## config.mk

```make
export PLATFORM = sky130hd
export DESIGN_NAME = fetch_unit
export DESIGN_NICKNAME = d
export VERILOG_FILES = /design/src/rtl/fetch_unit.sv
export SDC_FILE = /design/constraint.sdc
export NUM_CORES = 1
export LEC_CHECK = 0
export BUFFER_PORTS_ARGS = -buffer_cell sky130_fd_sc_hd__clkbuf_2
export CORE_MARGIN = 2
export CORE_UTILIZATION = 57
export DETAILED_ROUTE_END_ITERATION = 6
export MAX_ROUTING_LAYER = met4
export PLACE_DENSITY = 0.78
export SETUP_SLACK_MARGIN = 0.15
export SYNTH_ARGS = -nofsm -noshare
export SYNTH_HDL_FRONTEND = slang
export SYNTH_SLANG_ARGS = --single-unit
export TNS_END_PERCENT = 5
```

## constraint.sdc

```tcl
create_clock -name clk -period 11 [get_ports clk]
set_input_delay 2.2 -clock clk [delete_from_list [all_inputs] [get_ports clk]]
set_output_delay 2.2 -clock clk [all_outputs]
set_load 0.05 [all_outputs]
```

## src/rtl/fetch_unit.sv

```systemverilog
`default_nettype none
// ============================================================================
// Module   : fetch_unit
// Brief    : Owns the PC, issues credit-limited in-order imem requests and
//            buffers returned instructions in a queue with a registered head.
// Revision : 1.0  initial release
// ============================================================================
module fetch_unit #(
  parameter int                    ADDR_WIDTH  = 64,
  parameter int                    INSTR_WIDTH = 32,
  parameter logic [ADDR_WIDTH-1:0] RESET_PC    = '0,
  parameter int                    QUEUE_DEPTH = 2
) (
  input  logic                   clk,
  input  logic                   rst,
  output logic                   imem_req_valid,
  input  logic                   imem_req_ready,
  output logic [ADDR_WIDTH-1:0]  imem_req_addr,
  input  logic                   imem_resp_valid,
  input  logic [INSTR_WIDTH-1:0] imem_resp_data,
  input  logic                   redirect_valid,
  input  logic [ADDR_WIDTH-1:0]  redirect_pc,
  output logic                   out_valid,
  input  logic                   out_ready,
  output logic [INSTR_WIDTH-1:0] out_instr,
  output logic [ADDR_WIDTH-1:0]  out_pc
);

  localparam int CW = $clog2(QUEUE_DEPTH) + 1;
  localparam int PW = $clog2(QUEUE_DEPTH);

  localparam logic [CW-1:0]         C_CNT_ONE = CW'(1);
  localparam logic [CW:0]           C_DEPTH   = (CW + 1)'(QUEUE_DEPTH);
  localparam logic [PW-1:0]         C_PTR_ONE = PW'(1);
  localparam logic [ADDR_WIDTH-1:0] C_STEP    = ADDR_WIDTH'(4);

  // Architectural state
  logic [ADDR_WIDTH-1:0]  r_pc;
  logic [ADDR_WIDTH-1:0]  r_resp_pc;
  logic [CW-1:0]          r_inflight;
  logic [CW-1:0]          r_count;
  logic [CW-1:0]          r_drop;
  logic [PW-1:0]          r_wr_ptr;
  logic [PW-1:0]          r_rd_ptr;
  logic                   r_out_valid;
  logic [INSTR_WIDTH-1:0] r_out_instr;
  logic [ADDR_WIDTH-1:0]  r_out_pc;

  logic [INSTR_WIDTH-1:0] r_q_instr [QUEUE_DEPTH];
  logic [ADDR_WIDTH-1:0]  r_q_pc    [QUEUE_DEPTH];

  logic [CW:0]            w_credit_used;
  logic                   w_req_valid;
  logic                   w_req_fire;
  logic                   w_push;
  logic                   w_pop;
  logic                   w_drop_resp;
  logic [ADDR_WIDTH-1:0]  w_redirect_pc;
  logic [CW-1:0]          w_inflight_next;
  logic [CW-1:0]          w_count_next;
  logic [PW-1:0]          w_rd_ptr_next;
  logic                   w_head_is_push;
  logic [INSTR_WIDTH-1:0] w_head_instr;
  logic [ADDR_WIDTH-1:0]  w_head_pc;
  logic                   w_unused_pc_lsbs;

  // Credits cover both outstanding responses and queued entries, so every
  // response always has a slot waiting for it.
  assign w_credit_used  = {1'b0, r_inflight} + {1'b0, r_count};
  assign w_req_valid    = !rst && !redirect_valid && (w_credit_used < C_DEPTH);
  assign w_req_fire     = w_req_valid && imem_req_ready;
  assign w_drop_resp    = imem_resp_valid && (r_drop != '0);
  assign w_push         = imem_resp_valid && (r_drop == '0) && !redirect_valid;
  assign w_pop          = r_out_valid && out_ready && !redirect_valid;
  assign w_redirect_pc  = {redirect_pc[ADDR_WIDTH-1:2], 2'b00};
  assign w_rd_ptr_next  = w_pop ? (r_rd_ptr + C_PTR_ONE) : r_rd_ptr;
  assign w_unused_pc_lsbs = ^redirect_pc[1:0];

  always_comb begin
    w_inflight_next = r_inflight;
    case ({w_req_fire, imem_resp_valid})
      2'b10:   w_inflight_next = r_inflight + C_CNT_ONE;
      2'b01:   w_inflight_next = r_inflight - C_CNT_ONE;
      default: w_inflight_next = r_inflight;
    endcase
  end

  always_comb begin
    w_count_next = r_count;
    case ({w_push, w_pop})
      2'b10:   w_count_next = r_count + C_CNT_ONE;
      2'b01:   w_count_next = r_count - C_CNT_ONE;
      default: w_count_next = r_count;
    endcase
  end

  // The next head comes straight from the response when the queue would
  // otherwise be empty; that gives the single-cycle resp -> out latency.
  assign w_head_is_push = w_push && ((r_count - (w_pop ? C_CNT_ONE : '0)) == '0);

  always_comb begin
    w_head_instr = r_q_instr[w_rd_ptr_next];
    w_head_pc    = r_q_pc[w_rd_ptr_next];
    if (w_head_is_push) begin
      w_head_instr = imem_resp_data;
      w_head_pc    = r_resp_pc;
    end
  end

  always_ff @(posedge clk) begin
    if (w_push) begin
      r_q_instr[r_wr_ptr] <= imem_resp_data;
      r_q_pc[r_wr_ptr]    <= r_resp_pc;
    end
  end

  always_ff @(posedge clk or posedge rst) begin
    if (rst) begin
      r_pc        <= RESET_PC;
      r_resp_pc   <= RESET_PC;
      r_inflight  <= '0;
      r_count     <= '0;
      r_drop      <= '0;
      r_wr_ptr    <= '0;
      r_rd_ptr    <= '0;
      r_out_valid <= 1'b0;
      r_out_instr <= '0;
      r_out_pc    <= '0;
    end else if (redirect_valid) begin
      r_pc        <= w_redirect_pc;
      r_resp_pc   <= w_redirect_pc;
      r_count     <= '0;
      r_wr_ptr    <= '0;
      r_rd_ptr    <= '0;
      r_out_valid <= 1'b0;
      r_out_instr <= '0;
      r_out_pc    <= '0;
      r_inflight  <= w_inflight_next;
      // Stale responses are a subset of the outstanding ones, so after a
      // redirect everything still outstanding is stale.
      r_drop      <= w_inflight_next;
    end else begin
      if (w_req_fire) begin
        r_pc <= r_pc + C_STEP;
      end
      if (w_push) begin
        r_resp_pc <= r_resp_pc + C_STEP;
        r_wr_ptr  <= r_wr_ptr + C_PTR_ONE;
      end
      if (w_drop_resp) begin
        r_drop <= r_drop - C_CNT_ONE;
      end
      r_inflight  <= w_inflight_next;
      r_count     <= w_count_next;
      r_rd_ptr    <= w_rd_ptr_next;
      r_out_valid <= (w_count_next != '0);
      if (w_count_next != '0) begin
        r_out_instr <= w_head_instr;
        r_out_pc    <= w_head_pc;
      end else begin
        r_out_instr <= '0;
        r_out_pc    <= '0;
      end
    end
  end

  assign imem_req_valid = w_req_valid;
  assign imem_req_addr  = r_pc;
  assign out_valid      = r_out_valid;
  assign out_instr      = r_out_instr;
  assign out_pc         = r_out_pc;

endmodule
`default_nettype wire

```

# ---- Word-level counts from Yosys, hierarchy flattened
# Memories as Yosys holds them, arrays and structs flattened.
# Index checks and enable logic that the tools add are counted.
dict set report word_totals {
  ram_bits 192
  latchBits 0
  output_inout_bits 162
  word_cells 69
  mem_bits_ro 0
  reg_bits 233
  mem_count 2
}
# memory depth word_bits rd rd_ports_with_merged_regs write_ports line
set memory_table {}
lappend memory_table {r_q_pc 2 64 1 0 1 50} ;# logic [ADDR_WIDTH-1:0] r_q_pc [QUEUE_DEPTH];
lappend memory_table {r_q_instr 2 32 1 0 1 49} ;# logic [INSTR_WIDTH-1:0] r_q_instr [QUEUE_DEPTH];
dict set report classes {
  n_bitwise 0
  addsub 11
  n_div 0
  n_mul 0
  n_mux 23
  n_eq_ne 4
  reduce_logical 18
  shift 0
  magnitude_cmp 1
}
# operator count
set op_table {}
lappend op_table {{$mux W64} 7}
lappend op_table {{$add A64 B3 Y64 const B} 2}
lappend op_table {{$mux W32} 3}
lappend op_table {{$reduce_bool A2 Y1} 5}
lappend op_table {{$logic_and A1 B1 Y1} 9}
lappend op_table {{$mux W1} 8}
lappend op_table {{$pmux W2 S2} 2}
lappend op_table {{$mux W2} 3}
lappend op_table {{$sub A2 B1 Y2 const B} 3}
lappend op_table {{$add A2 B1 Y2 const B} 2}
lappend op_table {{$eq A2 B1 Y1 const B} 2}
lappend op_table {{$eq A2 B2 Y1 const B} 2}
lappend op_table {{$logic_not A2 Y1} 2}
lappend op_table {{$add A2 B2 Y3} 1}
lappend op_table {{$lt A3 B2 Y1 const B} 1}
lappend op_table {{$add A1 B1 Y1 const B} 2}
lappend op_table {{$logic_not A1 Y1} 2}
lappend op_table {{$sub A2 B1 Y2} 1}

# ---- Longest topological paths before layout
dict set report depth {
  depth_word 9
  mapped_depth 12
  mapped_depth_nobuf 11
}

# ---- Worst setup path after synthesis
# Ideal clock, no wire load.
dict set report synth_timing {
  path_kind {input -> register}
  from {input port redirect_valid}
  to {memory r_q_instr[0][0], enable pin}
  required_time_ns 10.452
  t_arrival_ns 6.329
  setup_time_ns 0.548
  slack_ns 4.123
  stages 3
  path_cell_list {clkinv_1 -> nand3_1 -> nor2_1}
}
dict set report synth_via {
  elab_chain_cells 4
}
# element line
set synth_lines {}
lappend synth_lines {{from (decl)} 21} ;# input logic redirect_valid,
lappend synth_lines {{$logic_not A1 Y1} 73} ;# assign w_push = imem_resp_valid && (r_drop == '0) && !redirect_valid;
lappend synth_lines {{$logic_and A1 B1 Y1} 73}
lappend synth_lines {{$mux W1} 111} ;# if (w_push) begin
lappend synth_lines {{$mux W1 (not written as such)} 112} ;# r_q_instr[r_wr_ptr] <= imem_resp_data;
lappend synth_lines {{to (decl)} 49}
# No other way between the ends.

# ---- Worst setup path after layout
dict set report layout_timing {
  from {input port redirect_valid}
  to {register r_out_pc[28], in the netlist out_pc[28]}
}
dict set report layout_via {
  elab_chain_cells 9
  elab_cells_between_ends 16
  cone_classes {add/sub (1); eq/ne (2); mux (6); reduce/logical (6); memory (1)}
}
# element line
set layout_lines {}
lappend layout_lines {{$logic_not A1 Y1} {73, 74}}
lappend layout_lines {{$logic_and A1 B1 Y1} 74} ;# assign w_pop = r_out_valid && out_ready && !redirect_valid;
lappend layout_lines {{$mux W1} 99} ;# assign w_head_is_push = w_push && ((r_count - (w_pop ? C_CNT_ONE : '0)) == '0);
lappend layout_lines {{$sub A2 B1 Y2} 99}
lappend layout_lines {{$logic_not A2 Y1} 99}
lappend layout_lines {{$logic_and A1 B1 Y1} 99}
lappend layout_lines {{$mux W64} 104} ;# if (w_head_is_push) begin
lappend layout_lines {{$mux W64} 157} ;# if (w_count_next != '0) begin
lappend layout_lines {{$mux W64 *} 129} ;# end else if (redirect_valid) begin
lappend layout_lines {{to (signal assigned)} 159} ;# r_out_pc <= w_head_pc;
lappend layout_lines {{to (decl)} 47} ;# logic [ADDR_WIDTH-1:0] r_out_pc;
# Mark *: on every way between the ends. The rest lies on a longest branch, timed or not.
# A chain may end at the register's enable or synchronous reset.

==> out/metrics.yaml <==
global_route:
  wire_length_of_the_first_global_routing_pass_mm: 74.1
  via_count_of_the_first_global_routing_pass: 13280
  overflow: 0
  grt_antenna_before_repair: 0
  globalRouteTotalUtil_pct: 28.9
  pin_count_of_the_biggest_net_entering_global_routing: 147
floorplanning:
  floorplan.core_area_um2: 31600
  die_w_um: 184
  io_pins: 264
  die_h_um: 184
  rows: 65
  die_area_um2: 33700
  start_util_pct: 58.1
drt:
  total_routed_wirelength_mm: 47.0
  first_iter_violations: 1133
  drt_first_pass_iters: 5
  detail_route.vias_per_cell: 6.21
  routedWlPerCell_um: 21.4
  vias_after_detailed_routing: 13621
  postRouteAntennaNets: 0
  detail_route.drc_violations: 0
final_layout:
  final_util_pct: 67.9
  antenna-diode-count: 0
  filler_cell_count_in_the_final_layout: 2300
  final_nets: 1864
  synthToLayoutAreaGrowth_pct: 16.8
  multi_input_gate_area_in_the_final_layout_um2: 6710
  register_area_um2: 11400
  drive_above_1_share_pct: 22.9
pwr:
  power_density_nw_per_um2: 203
  power.leakage_nw: 9.17
  irDropWorstVdd_v: 0.000121
timing:
  tns_ps: 0
  setup_repair_after_global_routing_missed_its_margin: "false"
  final_hold_viol_count: 0
  maxClockFrequency_mhz: 175
  setup_violations: 0
  fin_crit_sh_pct: 52.1
  timing.clock.skew_ps: 11.8
  slew_headroom_pct: 25.0
  timing.final.max_slew_violations: 0
  worstMarginPinSlew_ps: 1130
  period_needed_ps: 5730
clock_network:
  postCtsSetupRepairBufs: 0
  htree_levels: 2
  clk_transition_reported_paths_ps: 60
  numCtsBuffers: 43
  cts_tree: "built"
  worst_skew_pair.late_latency_ps: 550
  cts_root_buf: "clkbuf_16"
  cts_repair_resize_count: 0
  cts.sink_count: 416
  holdBufCountCts: 0
  clock_tree.buffer_depth: 3
setup_path:
  rr_worst_depth: 7
  critical-path-top-delay-family: "buffers and inverters"
  critical_path_peak_fanout: 105
  critPathCaptureType: "flip-flop"
  slowest_stage: "or3_4"
  critPathLaunchType: "input pin"
  worst_ep_required_time_ps: 11430
  critPathArrivalTime_ps: 6150
  critical_path.n_buffers_inverters: 3
  criticalPathCategory: "in2reg"
  timing.critical_path.slowest_cell_delay_ps: 940
  crit_chain: "buf_4 -> clkinv_2 -> nand3_1 -> or3_4 -> buf_4 -> nor2_1 -> a211oi_1"
  worst-path-stages: 7
  cpMostUsedCell: "buf_4"
synthesis:
  synth_seq_cells: 416
  post_synth_inst_count: 1509
  synth_area_per_cell_um2: 12.2
  synth_enable_flop_cells: 188
  synthDistinctLibCells: 66
  synth_flop_cell: "dfrtp_1"
  proportion_of_synthesized_chip_area_in_sequential_cells_pct: 61.7
  syn-cell-area_um2: 18400
  synth-warning-count: 0
  synth-async-reset-ratio_pct: 54.8
placed_design:
  dp_hpwl_mm: 31.0
  numPortBuffers: 259
  gp_routability_congestion: 0.969
run_status:
  run_status: "finished, final reports clean"
min_path:
  worst_hold_path.num_cells: 1
  hold_crit_class: "reg2reg"
flow_run:
  drv.max_cap_violation_count: 0
## cell families after synthesis
group	share of synthesized area, %
AO/OA/AOI/OAI	9.10
other	0.0204
buffers and inverters	2.13
XOR/XNOR	3.43
multiplexers	8.05
AND/OR/NAND/NOR	15.1
adder cells (fa/ha/maj)	0.449
flip-flops	61.7
## worst reg2reg max path: stages, from the launching register on
cell and delay (ps):
dfrtp_1 440, and2_1 190, fa_1 500, or4b_2 880
nor3_1 720, nand4_1 250, mux2i_1 230, o311a_1 180
## placed cells by master, fill, tap and decap left out, types with 15 or more instances in the layout
cell       instances
mux2i_1          103
nand4_1           70
a211oi_1         104
and3_1            19
nor4_1            35
dfrtp_1          228
xnor2_1           43
clkbuf_16         43
clkbuf_2         258
nand3_1           59
o31a_1            17
inv_1             17
o21ai_0           20
mux2_2            40
nor2_1           165
edfxtp_1         188
nand2_1           61
nand2b_1          15
buf_4             21
nor3_1            37
xor2_1            28
a21oi_1           23
## final timing paths
path	slack (ps)	startpoint	end
max	5270	redirect_valid	out_pc[28]
min	540	r_inflight[1]	r_inflight[1]
max reg2reg	7570	r_count[0]	imem_req_addr[56]
min reg2reg	540	r_inflight[1]	r_inflight[1]
max in group asynchronous	7360	rst	out_pc[61]
min in group asynchronous	1930	rst	imem_req_addr[29]
## state kept, by name, summed over array words and instances, names as in the netlist
signal,cells
r_count,2
r_wr_ptr,1
imem_req_addr,62
r_resp_pc,62
out_pc,63
out_valid,1
r_q_instr,64
r_q_pc,124
r_inflight,2
r_drop,2
out_instr,32
r_rd_ptr,1
## layout make-up
cell class | instances | area share (%)
Clock buffer | 62 | 5.57
Clock inverter | 18 | 0.868
Inverter | 20 | 0.390
Multi-Input combinational cell | 996 | 31.3
Sequential cell | 416 | 52.8
Tap cell | 402 | 2.34
Timing Repair Buffer | 279 | 6.74
## through the flow
step                instance area, um^2  instances  setup WS [ps]  hold WS, ps  total power [mW]
floorplan                         18400       1511           2550          440              2.68
global route                      21500       2193           4990          580              4.53
global placement                  20100       2113           4950          515              2.94
finish                            21500       2193           5270          544              4.36
CTS                               21500       2193           5330          545              4.38
detailed placement                20100       2113           4820          534              2.96
## layer usage
| metal | routed length, um | vias to the layer above | share of wire, % | track usage, % |
|---|---|---|---|---|
| met1 | 20600 | 6664 | 44 | 42.0 |
| met2 | 20800 | 651 | 44 | 41.5 |
| met5 | 0 | - | 0 | - |
| met4 | 1540 | 0 | 3.3 | 9.76 |
| li1 | - | 6201 | - | - |
| met3 | 4080 | 105 | 8.7 | 5.13 |
## report_power, final
group          total, mW  leakage (nW)  switching (mW)  internal [mW]
Clock               1.42         0.681           0.606          0.813
Sequential          1.96          4.56           0.141           1.82
Combinational      0.978          3.93           0.720          0.257
## cells in the mapped netlist (18+ instances only)
cell type | n | share of area [%]
nor4_1 | 35 | 1.2
clkbuf_1 | 66 | 1.3
a21oi_1 | 23 | 0.63
nand3_1 | 59 | 1.6
nand4_1 | 70 | 2.4
mux2i_1 | 103 | 5.6
nor3_1 | 37 | 1.0
nor2_1 | 168 | 3.4
o21ai_0 | 20 | 0.54
and3_1 | 19 | 0.65
xor2_1 | 29 | 1.4
a211oi_1 | 104 | 4.2
xnor2_1 | 43 | 2.0
dfrtp_1 | 228 | 31
edfxtp_1 | 188 | 31
nand2_1 | 61 | 1.2
inv_1 | 18 | 0.37
mux2_2 | 40 | 2.4
No activity file was read; power rests on OpenSTA's default activity.
